## src/rtl/data_ctrl_pkg.sv

```systemverilog
// Shared types for the conv-tile data controller.
// State encoding and default register-file latency.
package data_ctrl_pkg;

    typedef enum logic [2:0] {
        IDLE,
        LDWTS,
        RFILL,
        MAC,
        FLUSH,
        WPOOL
    } state_e;

    localparam int RF_LAT_DEF = 2;

    // Width covering the fill burst plus the RF settle wait.
    function automatic int rc_width(input int ram_aw, input int rf_lat);
        return $clog2((1 << ram_aw) + rf_lat) + 1;
    endfunction

endpackage

```

## src/rtl/data_ctrl_cnt.sv

```systemverilog
// Loadable up-counter with look-ahead value and terminal-count flag.
// The look-ahead lets the owner register outputs aligned with the count.
module data_ctrl_cnt
    import data_ctrl_pkg::*;
#(
    parameter int W = 4
) (
    input  logic         clock,
    input  logic         reset,
    input  logic         load,
    input  logic         inc,
    input  logic [W-1:0] din,
    input  logic [W-1:0] last,
    output logic [W-1:0] nxt,
    output logic         tc
);

    logic [W-1:0] count;

    always_comb begin
        nxt = count;
        if (load)
            nxt = din;
        else if (inc)
            nxt = count + 1'b1;
    end

    always_ff @(posedge clock) begin
        if (reset)
            count <= '0;
        else
            count <= nxt;
    end

    assign tc = (count == last);

endmodule

```

## src/rtl/data_ctrl_seq.sv

```systemverilog
// Conv-tile sequencer: weight fetch, RF fill, MAC pass, flush, pool handshake.
// Define DATA_CTRL_PERF_EN to add stall_cycles / tile_count outputs.
module data_ctrl_seq
    import data_ctrl_pkg::*;
#(
    parameter int WTS_AW = 4,
    parameter int CH_W   = 8,
    parameter int RAM_AW = 5,
    parameter int RF_LAT = RF_LAT_DEF
) (
    input  logic              clock,
    input  logic              reset,
    input  logic              start,
    input  logic [CH_W-1:0]   cfg_num_ch,
    input  logic [WTS_AW:0]   cfg_wts_cnt,
    input  logic              pool_ready,
    input  logic              pool_done,
    output logic [WTS_AW-1:0] wts_bram_addr,
    output logic              enable_wts_rom,
    output logic              rf_enable,
    output logic [RAM_AW-1:0] ram_address,
    output logic              adder_enable,
    output logic              accumulator_reset,
    output logic              accumulator_enable,
    output logic [CH_W-1:0]   ch_idx,
    output logic              busy,
    output logic              tile_done
`ifdef DATA_CTRL_PERF_EN
    ,
    output logic [31:0]       stall_cycles,
    output logic [15:0]       tile_count
`endif
);

    localparam int RC_W = rc_width(RAM_AW, RF_LAT);
    localparam logic [RC_W-1:0] R_FILL = RC_W'(1 << RAM_AW);
    localparam logic [RC_W-1:0] R_LAST = RC_W'((1 << RAM_AW) + RF_LAT - 1);

    state_e state, state_n;

    logic              accept, finish, fill_n;
    logic              w_ld, w_inc, w_tc;
    logic              r_ld, r_inc, r_tc;
    logic              c_ld, c_inc, c_tc;
    logic [WTS_AW-1:0] w_nxt, wlast_d, wlast_q;
    logic [RC_W-1:0]   r_nxt;
    logic [CH_W-1:0]   c_nxt, clast_d, clast_q;

    assign accept = (state == IDLE) && start;
    assign finish = (state == WPOOL) && pool_done;
    assign fill_n = (state_n == RFILL) && (r_nxt < R_FILL);

    // Zero-sized tiles run as a single weight / single channel.
    always_comb begin
        wlast_d = '0;
        clast_d = '0;
        if (cfg_wts_cnt != '0)
            wlast_d = WTS_AW'(cfg_wts_cnt - 1'b1);
        if (cfg_num_ch != '0)
            clast_d = cfg_num_ch - 1'b1;
    end

    always_comb begin
        state_n = state;
        w_ld    = 1'b0;
        w_inc   = 1'b0;
        r_ld    = 1'b0;
        r_inc   = 1'b0;
        c_ld    = 1'b0;
        c_inc   = 1'b0;
        unique case (state)
            IDLE: begin
                if (start) begin
                    state_n = LDWTS;
                    w_ld    = 1'b1;
                    c_ld    = 1'b1;
                end
            end
            LDWTS: begin
                if (w_tc) begin
                    state_n = RFILL;
                    r_ld    = 1'b1;
                    w_ld    = 1'b1;
                end else begin
                    w_inc = 1'b1;
                end
            end
            RFILL: begin
                if (r_tc)
                    state_n = MAC;
                else
                    r_inc = 1'b1;
            end
            MAC: begin
                if (c_tc) begin
                    state_n = FLUSH;
                end else begin
                    state_n = RFILL;
                    r_ld    = 1'b1;
                    c_inc   = 1'b1;
                end
            end
            FLUSH: begin
                if (pool_ready)
                    state_n = WPOOL;
            end
            WPOOL: begin
                if (pool_done) begin
                    state_n = IDLE;
                    c_ld    = 1'b1;
                end
            end
            default: state_n = IDLE;
        endcase
    end

    data_ctrl_cnt #(.W(WTS_AW)) u_wcnt (
        .clock (clock),
        .reset (reset),
        .load  (w_ld),
        .inc   (w_inc),
        .din   ('0),
        .last  (wlast_q),
        .nxt   (w_nxt),
        .tc    (w_tc)
    );

    data_ctrl_cnt #(.W(RC_W)) u_rcnt (
        .clock (clock),
        .reset (reset),
        .load  (r_ld),
        .inc   (r_inc),
        .din   ('0),
        .last  (R_LAST),
        .nxt   (r_nxt),
        .tc    (r_tc)
    );

    data_ctrl_cnt #(.W(CH_W)) u_ccnt (
        .clock (clock),
        .reset (reset),
        .load  (c_ld),
        .inc   (c_inc),
        .din   ('0),
        .last  (clast_q),
        .nxt   (c_nxt),
        .tc    (c_tc)
    );

    always_ff @(posedge clock) begin
        if (reset) begin
            wlast_q <= '0;
            clast_q <= '0;
        end else if (accept) begin
            wlast_q <= wlast_d;
            clast_q <= clast_d;
        end
    end

    // Outputs are registered from next-state so they line up with state.
    always_ff @(posedge clock) begin
        if (reset) begin
            state              <= IDLE;
            enable_wts_rom     <= 1'b0;
            wts_bram_addr      <= '0;
            rf_enable          <= 1'b0;
            ram_address        <= '0;
            adder_enable       <= 1'b0;
            accumulator_enable <= 1'b0;
            accumulator_reset  <= 1'b0;
            ch_idx             <= '0;
            busy               <= 1'b0;
            tile_done          <= 1'b0;
        end else begin
            state              <= state_n;
            enable_wts_rom     <= (state_n == LDWTS);
            wts_bram_addr      <= (state_n == LDWTS) ? w_nxt : '0;
            rf_enable          <= fill_n;
            ram_address        <= fill_n ? r_nxt[RAM_AW-1:0] : '0;
            adder_enable       <= (state_n == MAC);
            accumulator_enable <= (state_n == MAC);
            accumulator_reset  <= accept;
            ch_idx             <= c_nxt;
            busy               <= (state_n != IDLE);
            tile_done          <= finish;
        end
    end

`ifdef DATA_CTRL_PERF_EN
    always_ff @(posedge clock) begin
        if (reset) begin
            stall_cycles <= '0;
            tile_count   <= '0;
        end else begin
            if (accept)
                stall_cycles <= '0;
            else if (state == FLUSH || state == WPOOL)
                stall_cycles <= stall_cycles + 1'b1;
            if (finish)
                tile_count <= tile_count + 1'b1;
        end
    end
`endif

endmodule

```

## config.mk

```make
export PLATFORM = sky130hd
export DESIGN_NAME = data_ctrl_seq
export DESIGN_NICKNAME = d
export VERILOG_FILES = /design/src/rtl/data_ctrl_pkg.sv /design/src/rtl/data_ctrl_cnt.sv /design/src/rtl/data_ctrl_seq.sv
export SDC_FILE = /design/constraint.sdc
export NUM_CORES = 1
export LEC_CHECK = 0
export ABC_AREA = 1
export CAP_MARGIN = 10
export CELL_PAD_IN_SITES_DETAIL_PLACEMENT = 0
export CELL_PAD_IN_SITES_GLOBAL_PLACEMENT = 1
export CORE_MARGIN = 5
export CORE_UTILIZATION = 35
export CTS_CLUSTER_DIAMETER = 40
export DETAILED_ROUTE_END_ITERATION = 7
export PLACE_DENSITY_LB_ADDON = 0.1
export RECOVER_POWER = 25
export SYNTH_ARGS = -nofsm -noshare
export SYNTH_HDL_FRONTEND = slang
export SYNTH_HIERARCHICAL = 1
export SYNTH_SLANG_ARGS = --single-unit
```

## constraint.sdc

```tcl
create_clock -name clock -period 2.3 [get_ports clock]
set_clock_uncertainty 0.15 [all_clocks]
set_input_delay 0.23 -clock clock [delete_from_list [all_inputs] [get_ports clock]]
set_output_delay 0.23 -clock clock [all_outputs]
set_load 0.01 [all_outputs]
```

Yosys cells after proc, flatten, opt, wreduce, memory -nomap -nowiden
Index checks and enable logic that the tools add are counted.
- $add $sub $neg: 5
- order comparisons: 1
- equality and inequality tests: 11
- mux-type cells: 25
- bitwise gates (word level): 2
- reductions and logical operators: 10
- operator list (cell ; count):
    $mux 3 ; 6
    $pmux 3 s6 ; 1
    $mux 7 ; 2
    $eq 3x2->1 const B ; 4
    $mux 4 ; 3
    $mux 1 ; 9
    $add 8x1->8 const B ; 1
    $eq 8x8->1 ; 1
    $mux 8 ; 1
    $reduce_bool 8->1 ; 1
    $sub 8x1->8 const B ; 1
    $add 7x1->7 const B ; 1
    $eq 7x6->1 const B ; 1
    $lt 7x6->1 const B ; 1
    $eq 3x1->1 const B ; 2
    $eq 3x3->1 const B ; 2
    $pmux 1 s2 ; 3
    $reduce_or 2->1 ; 3
    $reduce_bool 5->1 ; 1
    $add 4x1->4 const B ; 1
    $eq 4x4->1 ; 1
    $sub 4x1->4 const B ; 1
    $logic_and 1x1->1 ; 3
    $logic_not 3->1 ; 1
    other kinds (2) ; 3
- register bits after elaboration: 49
- input bits: 18
- output and inout port bits: 24
- logic and storage cells: 68

Depth between registers and ports, before layout
- depth after elaboration: 9
- gate-level depth with buffers: 17
- gate-level depth less buffers: 17

Hierarchy
The synthesis kept the hierarchy.
- modules (own cells, without submodules) (module ; times used ; cells each ; area each (um2) ; seq. area each (um2)):
    data_ctrl_seq ; 1 ; 207 ; 1557.7 ; 760.7
    data_ctrl_cnt at u_ccnt ; 1 ; 92 ; 594.3 ; 160.2
    data_ctrl_cnt at u_rcnt ; 1 ; 80 ; 523.0 ; 140.1
    data_ctrl_cnt at u_wcnt ; 1 ; 40 ; 275.3 ; 80.1

Least setup slack after synthesis
Ideal clock, no wire load.
- kind: register to register
- start point: register u_wcnt.count[0]
- end point: register ram_address[0]
- library setup time: 64 ps
- arrival time: 2139 ps
- required time: 2086 ps
- path slack: -54 ps
- cell stages (with the launch flop): 14
- path buffers: 0
- period minus slack after synthesis: 2354 ps
- cells stage by stage: dfxtp_1 > xor2_1 > nor3_1 > nand2_1 > o21ai_0 > clkinv_4 > or2_1 > nand2_1 > inv_1 > nor2_1 > nand2_1 > nor2_1 > nand2_2 > nor2_1
- longest elaborated chain between the ends: 8
- elaborated cells between the ends (all ways): 11
- classes of those cells: order compare: 1; eq/ne: 2; mux: 5; bitwise: 1; reduce/logical: 2
- ends and longest elaborated chain (element ; RTL line ; text):
    start, declared ; data_ctrl_cnt.sv:18 ; logic [W-1:0] count;
    start signal, assigned ; data_ctrl_cnt.sv:32 ; count <= nxt;
    $eq 4x4->1 ; data_ctrl_cnt.sv:35 ; assign tc = (count == last);
    net w_tc ; data_ctrl_seq.sv:42 ; logic w_ld, w_inc, w_tc;
    $mux 1 ; data_ctrl_seq.sv:80 ; if (w_tc) begin
    $pmux 1 s2 ; data_ctrl_seq.sv:71 ; unique case (state)
    net r_ld ; data_ctrl_seq.sv:43 ; logic r_ld, r_inc, r_tc;
    $mux 7 ; data_ctrl_cnt.sv:22 ; if (load)
    net r_nxt[6] ; data_ctrl_seq.sv:46 ; logic [RC_W-1:0] r_nxt;
    $lt 7x6->1 ; data_ctrl_seq.sv:51 ; assign fill_n = (state_n == RFILL) && (r_nxt < R_FILL);
    $logic_and 1x1->1 ; data_ctrl_seq.sv:51 ;
    $not 1->1 (no line) ; n/a ;
    $reduce_or 2->1 (no line) ; n/a ;
    end signal, assigned ; data_ctrl_seq.sv:179 ; ram_address <= fill_n ? r_nxt[RAM_AW-1:0] : '0;
    end, declared ; data_ctrl_seq.sv:21 ; output logic [RAM_AW-1:0] ram_address,
The timed path passes the listed nets, and every way through them passes these cells.
A chain may end at the register's enable or synchronous reset.

Worst setup path in the final report
- start point: register u_rcnt.count[6]
- end point: register ram_address[0]
- longest elaborated chain between the ends: 9
- elaborated cells between the ends (all ways): 13
- classes of those cells: add/sub: 1; order compare: 1; eq/ne: 2; mux: 6; bitwise: 1; reduce/logical: 2
- ends and longest elaborated chain (element ; RTL line ; text):
    start, declared ; data_ctrl_cnt.sv:18 ;
    start signal, assigned ; data_ctrl_cnt.sv:32 ;
    $eq 7x6->1 ; data_ctrl_cnt.sv:35 ;
    net r_tc ; data_ctrl_seq.sv:43 ;
    $mux 1 ; data_ctrl_seq.sv:89 ; if (r_tc)
    $mux 1 ; data_ctrl_seq.sv:71 ;
    net r_inc ; data_ctrl_seq.sv:43 ;
    $mux 7 ; data_ctrl_cnt.sv:24 ; else if (inc)
    $mux 7 ; data_ctrl_cnt.sv:22 ;
    net r_nxt[5] ; data_ctrl_seq.sv:46 ;
    $lt 7x6->1 ; data_ctrl_seq.sv:51 ;
    $logic_and 1x1->1 ; data_ctrl_seq.sv:51 ;
    $not 1->1 (no line) ; n/a ;
    $reduce_or 2->1 (no line) ; n/a ;
The timed path passes the listed nets, and every way through them passes these cells.

==> key figures <==
Outcome
  – Status: finished clean

Die
  – Die H: 102 um
  – Die X-Extent: around 100 um
  – Row count: 33
  – Starting Density: 0.359
  – Area of the core: 8220 um2
  – Die area: between 10,000 and 15,000 um2
  – I/O pin count: 42

Clock tree
  – Clk root buf: clkbuf_8
  – Clock sinks: 57
  – Skew-Pair Late Insertion Delay: around 0.34 ns
  – H-Tree Depth: 3
  – CTS Hold Buffers Added: 0
  – CTS clk-pin slew, worst paths: 0.07 ns
  – Max Buffers Root-to-Sink: 2
  – CTS tree: built
  – Cts bufs inserted: 9

Route
  – DRT Pass-1 Iters: 4
  – Routed len/inst: 10.6 um
  – # DRC: 0
  – Initial DRC count: 47
  – Vias per cell: 4.40
  – Via count: between 2,000 and 3,000
  – Post-DRT Antenna Nets: 0
  – Final wirelength: 6600 um

STA
  – Min Tclk post-route: between 2 and 2.5 ns
  – Relative slew margins: 0.610
  – # setup viols final: 0
  – Slew Viols, Final: 0
  – Worst setup margin: roughly 0.17 ns
  – Worst-Margin Slew: between 0.5 and 0.6 ns
  – Fin crit share: 0.925
  – RSZ-0062 raised after global routing: true
  – Final hold vios: 0
  – Fmax: ~0.47 GHz

Logic synthesis
  – Cell Area, Synth: roughly 3000 um2
  – Post-Synthesis Cells: around 420
  – Synth area leaders: dfxtp_1 39%, nand2_1 13%, inv_1 7.4%, nor2_1 5.9%, a21oi_1 4.7%
  – Area leader, netlist: dfxtp_1
  – Seq/Total Area, Yosys: 0.387
  – Post-synth EDFFs: 0
  – Yosys Warn Count: 6
  – Synth unique cells: 34
  – Synth top area share: 0.387
  – Ys async rst share: 0
  – Syn avg cell area: about 7.0 um2
  – Ys flop type: dfxtp_1
  – Synth Register Bits: 57

Placed design
  – DP HPWL: between 5000 and 6000 um
  – Pre-CTS setup slack: around 0.032 ns
  – Gp weighted congestion: about 0.80
  – Dpl cells: slightly above 600
  – I/O Buffers: just over 40

Final layout
  – Area growth syn-to-layout: 36.3%
  – Ant diodes: 0
  – Final nets: roughly 540
  – Filler instances: ~860
  – Post-route insts no fill: roughly 620
  – Share of cells above drive strength 1: 0.163

GRT
  – Total grt overflow: 0
  – First-pass GRT wire length: 10,800 um
  – Gr usage total: 0.133
  – Largest net degree at the start of global routing: 47
  – Initial antenna violation count: 0
  – Vias in the first global route: about 2,500

Critical path
  – CP Capture Type: flop
  – Family with the most delay on the worst path: simple AND/OR/NAND/NOR gates
  – Worst Path Buf+Inv: 0
  – Slowest cell on crit path: dfxtp_2
  – Setup Crit Path Kind: flop to flop
  – Critical Path, Cell by Cell: xor2_1 -> nor2_1 -> nand2_1 -> nor3_2 -> nor3_2 -> nand2_2 -> nor2_4 -> nand3_2 -> nand3_2 -> nand2_1 -> nor2_2 -> nand2_1 -> nor2_2 -> nand2_4 -> nor2_1
  – CP Data Arrival Time: roughly 2.3 ns
  – Worst path max stage delay: approximately 0.34 ns
  – Crit Path Max Fanout: 6
  – Most used cell, CP: nand2_1
  – Crit start category: flop
  – WP data required: ~2.4 ns

Pwr
  – Sw frac: 0.305
  – P_sw: 0.000994 W
  – Seq pwr share: 0.364
  – Combinational Power Share: 0.280
  – VDD IR max: 308 uV
  – Total power per unit cell area: 811 nW/um2
  – Clock share of power: 0.356
  – Leak: about 1.8 nW
  – P_int: 0.00227 W

Flow run
  – Max cap viols: 0

Hold path
  – Worst min-delay path class: flop to flop
metal layers:
| metal | vias up | wire length [um] | track usage |
|---|---|---|---|
| met5 | - | 0 | 0 |
| met4 | 0 | 137 | 0.0676 |
| met3 | 11 | 230 | 0.0266 |
| met2 | 33 | 3260 | 0.235 |
| met1 | 1213 | 2980 | 0.151 |
| li1 | 1473 | - | - |
final timing paths:
kind / endpoint / startpoint / slack [ns] / cells after the start
worst min register to register: clast_q[7] / clast_q[7] / 0.33 / 2
worst min-delay path: clast_q[7] / clast_q[7] / 0.33 / 2
worst max register to register: ram_address[0] / u_rcnt/count[6] / 0.17 / 15
worst max-delay path: ram_address[0] / u_rcnt/count[6] / 0.17 / 15
final cells by class:
| type | instances | area, um2 | area share |
|---|---|---|---|
| inverters | 64 | 245 | 0.0610 |
| well taps | 105 | 131 | 0.0327 |
| clock inverters | 5 | 103 | 0.0255 |
| repair buffers | 63 | 572 | 0.142 |
| flip-flops and latches | 57 | 1140 | 0.285 |
| multi-input cells | 316 | 1680 | 0.419 |
| clock buffers | 11 | 141 | 0.0352 |
power by group through the flow:
stage	sequential [W]	combinational (W)	clock (W)
after floorplan	0.00123	0.000531	0
after global placement	0.00121	0.000893	0
after detailed placement	0.00121	0.000893	0
after CTS	0.00119	0.000898	0.00120
after global routing	0.00120	0.00104	0.00123
final	0.00119	0.000913	0.00116
sequential cells by signal (all words and copies together), names as in the netlist:
register            cells
accumulator_enable      1
accumulator_reset       1
busy                    1
ch_idx                  8
clast_q                 8
enable_wts_rom          1
ram_address             5
rf_enable               1
state                   3
tile_done               1
u_ccnt/count            8
u_rcnt/count            7
u_wcnt/count            4
wlast_q                 4
wts_bram_addr           4
what timing repair did:
action                     4_1_cts  5_1_grt
resized for setup                1       17
setup endpoints to repair        1        6
pin swaps                        0       12
buffers inserted                 0        1
logic make-up (layout without fill, tap and decap cells):
kind of cell    after synthesis  after routing  synth area share
simple gates                210            210             0.324
other cells                   2             26           0.00255
compound gates               50             50            0.0971
buf+inv                      70            143            0.0933
flops                        57             57             0.387
xor+xnor                     24             24            0.0712
fa+ha+maj                     6              6            0.0254
cells in the mapped netlist, types with 2 or more instances:
library cell,instances
inv_2,5
a21oi_2,2
a21oi_1,28
dfxtp_1,57
clkbuf_1,2
buf_1,2
o21ai_0,9
nor2_1,46
nor2_4,4
nand2_2,8
o21a_1,2
buf_4,2
nand3_1,25
nand4_1,7
or2_1,2
nand3_2,3
conb_1,2
xnor2_1,13
ha_1,6
nor3_1,3
o21bai_1,5
inv_1,58
nand2_1,103
nor2_2,3
xor2_1,11
or2_2,3
worst register-to-register path, stage by stage, from the launching register on:
cell and delay [ns]:
dfxtp_2 0.34, xor2_1 0.14, nor2_1 0.06, nand2_1 0.09, nor3_2 0.06, nor3_2 0.22
nand2_2 0.12, nor2_4 0.15, nand3_2 0.09, nand3_2 0.08, nand2_1 0.06, nor2_2 0.10
nand2_1 0.06, nor2_2 0.13, nand2_4 0.11, nor2_1 0.10
metrics by stage:
step | TNS [ns] | hold WS (ns) | utilization | total power (W) | area [um2]
after detailed placement | 0 | 0.321 | 0.452 | 0.00210 | 3710
after CTS | 0 | 0.332 | 0.482 | 0.00328 | 3960
after floorplan | 0 | 0.142 | - | 0.00176 | 3040
after global placement | 0 | 0.319 | 0.452 | 0.00210 | 3710
final | 0 | 0.329 | 0.489 | 0.00326 | 4020
after global routing | -0.304 | 0.358 | 0.489 | 0.00347 | 4020
layout by cell type, fill, tap and decap left out, drive strengths merged, types with 8 or more instances in the layout:
| cell type | netlist | final |
|---|---|---|
| xor2 | 11 | 11 |
| dfxtp | 57 | 57 |
| nand2 | 111 | 111 |
| conb | 2 | 26 |
| a21oi | 30 | 30 |
| xnor2 | 13 | 13 |
| nor2 | 53 | 53 |
| buf | 4 | 21 |
| nand3 | 28 | 28 |
| clkdlybuf4s50 | 0 | 41 |
| nand4 | 8 | 8 |
| clkbuf | 2 | 12 |
| inv | 63 | 63 |
| o21ai | 10 | 10 |
Power figures use the tool's default switching activity.
